===== src/rtl/mlp_mac_seq.sv =====
// mlp_mac_seq: command-driven dot-product sequencer for one MLP MAC.
// Fetches x/w pairs, streams them as MAC beats, returns a saturated result.
module mlp_mac_seq #(
  parameter int A_WIDTH    = 16,
  parameter int B_WIDTH    = 16,
  parameter int ACC_WIDTH  = 64,
  parameter int OUT_WIDTH  = 16,
  parameter int ADDR_WIDTH = 8,
  parameter int LEN_WIDTH  = 8
) (
  input  logic                  clk,
  input  logic                  rst_n,
  input  logic                  cmd_valid,
  output logic                  cmd_ready,
  input  logic [LEN_WIDTH-1:0]  cmd_len,
  input  logic [ADDR_WIDTH-1:0] cmd_xbase,
  input  logic [ADDR_WIDTH-1:0] cmd_wbase,
  output logic                  rd_en,
  output logic [ADDR_WIDTH-1:0] x_addr,
  output logic [ADDR_WIDTH-1:0] w_addr,
  input  logic [A_WIDTH-1:0]    x_rdata,
  input  logic [B_WIDTH-1:0]    w_rdata,
  output logic                  mac_start,
  output logic                  mac_valid,
  output logic [A_WIDTH-1:0]    mac_a,
  output logic [B_WIDTH-1:0]    mac_b,
  input  logic [ACC_WIDTH-1:0]  mac_result,
  output logic                  res_valid,
  input  logic                  res_ready,
  output logic [OUT_WIDTH-1:0]  res_data,
  output logic                  res_sat
);

  typedef enum logic [2:0] {
    S_IDLE,
    S_FETCH,
    S_DRAIN,
    S_CAPT,
    S_DONE
  } state_t;

  localparam logic signed [ACC_WIDTH-1:0] SAT_MAX =
    {{(ACC_WIDTH-OUT_WIDTH+1){1'b0}}, {(OUT_WIDTH-1){1'b1}}};
  localparam logic signed [ACC_WIDTH-1:0] SAT_MIN =
    {{(ACC_WIDTH-OUT_WIDTH+1){1'b1}}, {(OUT_WIDTH-1){1'b0}}};

  state_t                state_q, state_d;
  logic [LEN_WIDTH-1:0]  len_q, len_d;
  logic [LEN_WIDTH-1:0]  idx_q, idx_d;
  logic [ADDR_WIDTH-1:0] xbase_q, xbase_d;
  logic [ADDR_WIDTH-1:0] wbase_q, wbase_d;
  logic [OUT_WIDTH-1:0]  res_data_q, res_data_d;
  logic                  res_sat_q, res_sat_d;
  logic                  beat_q, first_q;

  logic signed [ACC_WIDTH-1:0] acc_s;
  logic [OUT_WIDTH-1:0]        sat_data;
  logic                        sat_flag;

  assign acc_s = $signed(mac_result);

  always_comb begin
    sat_data = acc_s[OUT_WIDTH-1:0];
    sat_flag = 1'b0;
    if (acc_s > SAT_MAX) begin
      sat_data = SAT_MAX[OUT_WIDTH-1:0];
      sat_flag = 1'b1;
    end else if (acc_s < SAT_MIN) begin
      sat_data = SAT_MIN[OUT_WIDTH-1:0];
      sat_flag = 1'b1;
    end
  end

  assign cmd_ready = (state_q == S_IDLE);
  assign res_valid = (state_q == S_DONE);
  assign res_data  = res_data_q;
  assign res_sat   = res_sat_q;

  // A zero-length command spends one FETCH cycle without reading.
  assign rd_en  = (state_q == S_FETCH) && (len_q != '0);
  assign x_addr = rd_en ? xbase_q + ADDR_WIDTH'(idx_q) : '0;
  assign w_addr = rd_en ? wbase_q + ADDR_WIDTH'(idx_q) : '0;

  assign mac_start = beat_q & first_q;
  assign mac_valid = beat_q & ~first_q;
  assign mac_a     = beat_q ? x_rdata : '0;
  assign mac_b     = beat_q ? w_rdata : '0;

  always_comb begin
    state_d    = state_q;
    len_d      = len_q;
    idx_d      = idx_q;
    xbase_d    = xbase_q;
    wbase_d    = wbase_q;
    res_data_d = res_data_q;
    res_sat_d  = res_sat_q;
    unique case (state_q)
      S_IDLE: begin
        if (cmd_valid) begin
          len_d      = cmd_len;
          xbase_d    = cmd_xbase;
          wbase_d    = cmd_wbase;
          idx_d      = '0;
          res_data_d = '0;
          res_sat_d  = 1'b0;
          state_d    = S_FETCH;
        end
      end
      S_FETCH: begin
        if (len_q == '0) begin
          state_d = S_DONE;
        end else begin
          idx_d = idx_q + 1'b1;
          if (idx_q == len_q - 1'b1) state_d = S_DRAIN;
        end
      end
      S_DRAIN: state_d = S_CAPT;
      S_CAPT: begin
        res_data_d = sat_data;
        res_sat_d  = sat_flag;
        state_d    = S_DONE;
      end
      S_DONE: begin
        if (res_ready) state_d = S_IDLE;
      end
      default: state_d = S_IDLE;
    endcase
  end

  always_ff @(posedge clk) begin
    if (!rst_n) begin
      state_q    <= S_IDLE;
      len_q      <= '0;
      idx_q      <= '0;
      xbase_q    <= '0;
      wbase_q    <= '0;
      res_data_q <= '0;
      res_sat_q  <= 1'b0;
      beat_q     <= 1'b0;
      first_q    <= 1'b0;
    end else begin
      state_q    <= state_d;
      len_q      <= len_d;
      idx_q      <= idx_d;
      xbase_q    <= xbase_d;
      wbase_q    <= wbase_d;
      res_data_q <= res_data_d;
      res_sat_q  <= res_sat_d;
      beat_q     <= rd_en;
      first_q    <= rd_en && (idx_q == '0);
    end
  end

endmodule


===== config.mk =====
export PLATFORM = sky130hd
export DESIGN_NAME = mlp_mac_seq
export DESIGN_NICKNAME = d
export VERILOG_FILES = /design/src/rtl/mlp_mac_seq.sv
export SDC_FILE = /design/constraint.sdc
export NUM_CORES = 1
export LEC_CHECK = 0
export BUFFER_PORTS_ARGS = -buffer_cell sky130_fd_sc_hd__buf_4
export CAP_MARGIN = 20
export CORE_MARGIN = 2
export CORE_UTILIZATION = 45
export DETAILED_ROUTE_END_ITERATION = 7
export GPL_ROUTABILITY_DRIVEN = 0
export HOLD_SLACK_MARGIN = 0.03
export PLACE_DENSITY = 0.94
export SLEW_MARGIN = 20
export SYNTH_ARGS = -nofsm -noshare
export SYNTH_HDL_FRONTEND = slang
export SYNTH_SLANG_ARGS = --single-unit

===== constraint.sdc =====
create_clock -name clk -period 2.6 [get_ports clk]
set_input_delay 0.26 -clock clk [delete_from_list [all_inputs] [get_ports clk]]
set_output_delay 0.26 -clock clk [all_outputs]
set_load 0.02 [all_outputs]

==> metrics <==
outcome complete, no violations; Slowest-stage cell, CP fa_1; nets 739; R2R setup slack 540 ps; Post-synth EDFFs 0; max layer used met4; largest vdd supply drop 251 uV; clock slew at reported path FFs around 100 ps; Post-CTS Hold Fix Bufs 0; # diodes 0; CTS tree yes; Pwr Total 2.01 mW; max-capacitance violation count 0; worst reg2reg path startpoint len_q[0]; final WL 10900 um; Async S/R FF share, synth 0; Final Core Density 0.693; min cycle time layout 2500 ps; Worst Path Buf+Inv 1; critical path endpoint category output pin; Area contributors post-synth dfxtp_1, and2_1, ha_1; setup TNS 0 ps; largest net degree at the start of global routing 35; Post-DP HPWL 8780 um; Setup Viol. Count Final 0; WHS Endpoint res_data[5]; vias per cell 5.50; Crit Path Class reg -> out; area grow syn2layout 49.6%; IO buf count 193; crit-path max cell delay 410 ps; hold path cells 2; Final Cell Area just over 0.005 mm2; # rows 31; R2R Path End state_q[1]; First-pass DRT Iterations 5; Yosys reg bits 54; worst hold start mac_result[5]; CP max FO 7; synthesized cell area 0.00336 mm2; cell taking the most area after synthesis dfxtp_1; DIE WIDTH 90.4 um; Worst Tran Pin Value slightly below 800 ps; CP top delay family adder cells; Hold Vio Cnt, Final 0; DRT met1 WL 4150 um; overall global routing resource usage 0.255; total CTS buffers 5; Max transition margin 0.473; post-synthesis instance total 409; Vias 3823; Min-Delay Path Class in -> reg; Iteration-0 DRC Markers 307; Fmax 400 MHz; pwr dens between 400 and 500 mW/mm2; root buffer cell clkbuf_8; Leak Pwr 2.33 nW; dpl cell area approximately 0.005 mm2; sequential element share of the synthesized area 0.322; # H-tree levels 2; first-pass GRT wire length approximately 17000 um; number of global-route vias before repair 3623; Core ar. 0.00725 mm2; grt total ovfl 0; Post-Syn Nets ~550; CP required 2340 ps; drc violations 0; # clock sinks 54; Worst Skew 4.55 ps; Reg2Reg Depth 8; Clock Tree Buf Depth 2; Top FF cell, synth dfxtp_1; die area 0.00818 mm2; initial antenna violation count 0; initial core utilization 0.463; met3 WL post-DR 666 um; CP Depth 8; Tcrit/Tclk final 0.960; Yosys top cell area share 0.322; hold slack 169 ps; # IOs 194; max-slew violations 0; Synth warnings 0; Netlist cell types 49; Clock Latency Late Sink around 300 ps; share of cells above drive strength 1 0.376; Die Ht 90.4 um; startpoint type of the worst setup path register; DR WL/cell approximately 16 um; Avg Cell Area, Syn 8.22 um2; Critical Path AT ~2200 ps; metal2 WL 5770 um; crit path cell chain ha_1 -> fa_1 -> a21o_1 -> a21oi_2 -> o21ai_1 -> xnor2_1 -> nor2_1 -> buf_4; post-route ant nets 0
## worst max-delay path by stage
stage,startpoint,to,slack [ps]
global route,idx_q[0],x_addr[6],-10
detailed placement,idx_q[2],x_addr[7],230
global placement,idx_q[2],w_addr[7],330
floorplan,idx_q[1],x_addr[7],400
finish,idx_q[0],x_addr[6],100
CTS,idx_q[4],x_addr[7],0.3
## state kept, by name, indices dropped and copies added (netlist names)
register,cells
state_q,3
xbase_q,8
len_q,8
res_sat,1
beat_q,1
idx_q,8
wbase_q,8
first_q,1
res_data,16
## cells in the mapped netlist (all sizes together), types with 2 or more instances
| cell | instances |
|---|---|
| a2111oi | 3 |
| a211oi | 2 |
| a21boi | 26 |
| a21o | 2 |
| a21oi | 14 |
| a221o | 15 |
| and2 | 39 |
| and3 | 3 |
| buf | 5 |
| clkbuf | 16 |
| dfxtp | 54 |
| fa | 2 |
| ha | 18 |
| inv | 9 |
| nand2 | 58 |
| nand3 | 7 |
| nand3b | 2 |
| nand4 | 15 |
| nor2 | 25 |
| nor2b | 5 |
| nor3 | 10 |
| nor3b | 3 |
| nor4 | 16 |
| o21a | 3 |
| o21ai | 7 |
| o21bai | 3 |
| o31ai | 2 |
| or4 | 2 |
| xnor2 | 18 |
| xor2 | 13 |
## layout by cell type, fill, tap and decap left out, types with 11 or more instances in the layout
| cell type | synthesis | final |
|---|---|---|
| a21oi_1 | 14 | 11 |
| a21boi_1 | 12 | 12 |
| xnor2_1 | 18 | 18 |
| nand4_1 | 15 | 15 |
| a221o_1 | 15 | 15 |
| nand2_1 | 58 | 58 |
| buf_4 | 0 | 200 |
| dfxtp_1 | 54 | 50 |
| and2_1 | 38 | 38 |
| ha_1 | 18 | 18 |
| xor2_1 | 13 | 13 |
| nor2_1 | 25 | 25 |
| nor4_1 | 15 | 15 |
| a21boi_0 | 14 | 14 |
## cell type report
class / instances / area (um2)
inverters: 9 / 33.8
fillers: 540 / 2230
well taps: 99 / 124
repair buffers: 200 / 1500
flip-flops and latches: 54 / 1090
clock buffers: 6 / 82.6
multi-input cells: 325 / 2180
clock inverters: 2 / 12.5
## power breakdown
group          switching [mW]  internal, mW  total [mW]
combinational           0.309         0.304       0.613
sequential             0.0491         0.866       0.915
clock                   0.270         0.215       0.485
## logic make-up after synthesis
kind of cell | after synthesis | share of synthesized area
buf+inv | 30 | 0.0354
simple gates | 190 | 0.293
flops | 54 | 0.322
fa+ha+maj | 20 | 0.0789
compound gates | 84 | 0.190
xor+xnor | 31 | 0.0808
## routing by layer
metal	vias to the layer above	GRT usage
met5	-	0
met3	31	0.0518
li1	1829	-
met4	0	0.0872
met2	172	0.472
met1	1791	0.290
## through the flow
stage / setup WS (ps) / cells
after global routing: -12.5 / 695
after global placement: 333 / 687
after CTS: 0.290 / 695
final: 103 / 695
after detailed placement: 233 / 687
after floorplan: 404 / 409
## what timing repair did
item                                    4_1_cts  5_1_grt
endpoints found under the hold margin         0        0
buffers inserted                              0        0
gates resized for setup                       4        8
endpoints found under the setup margin        4        4
Power figures use the tool's default switching activity.
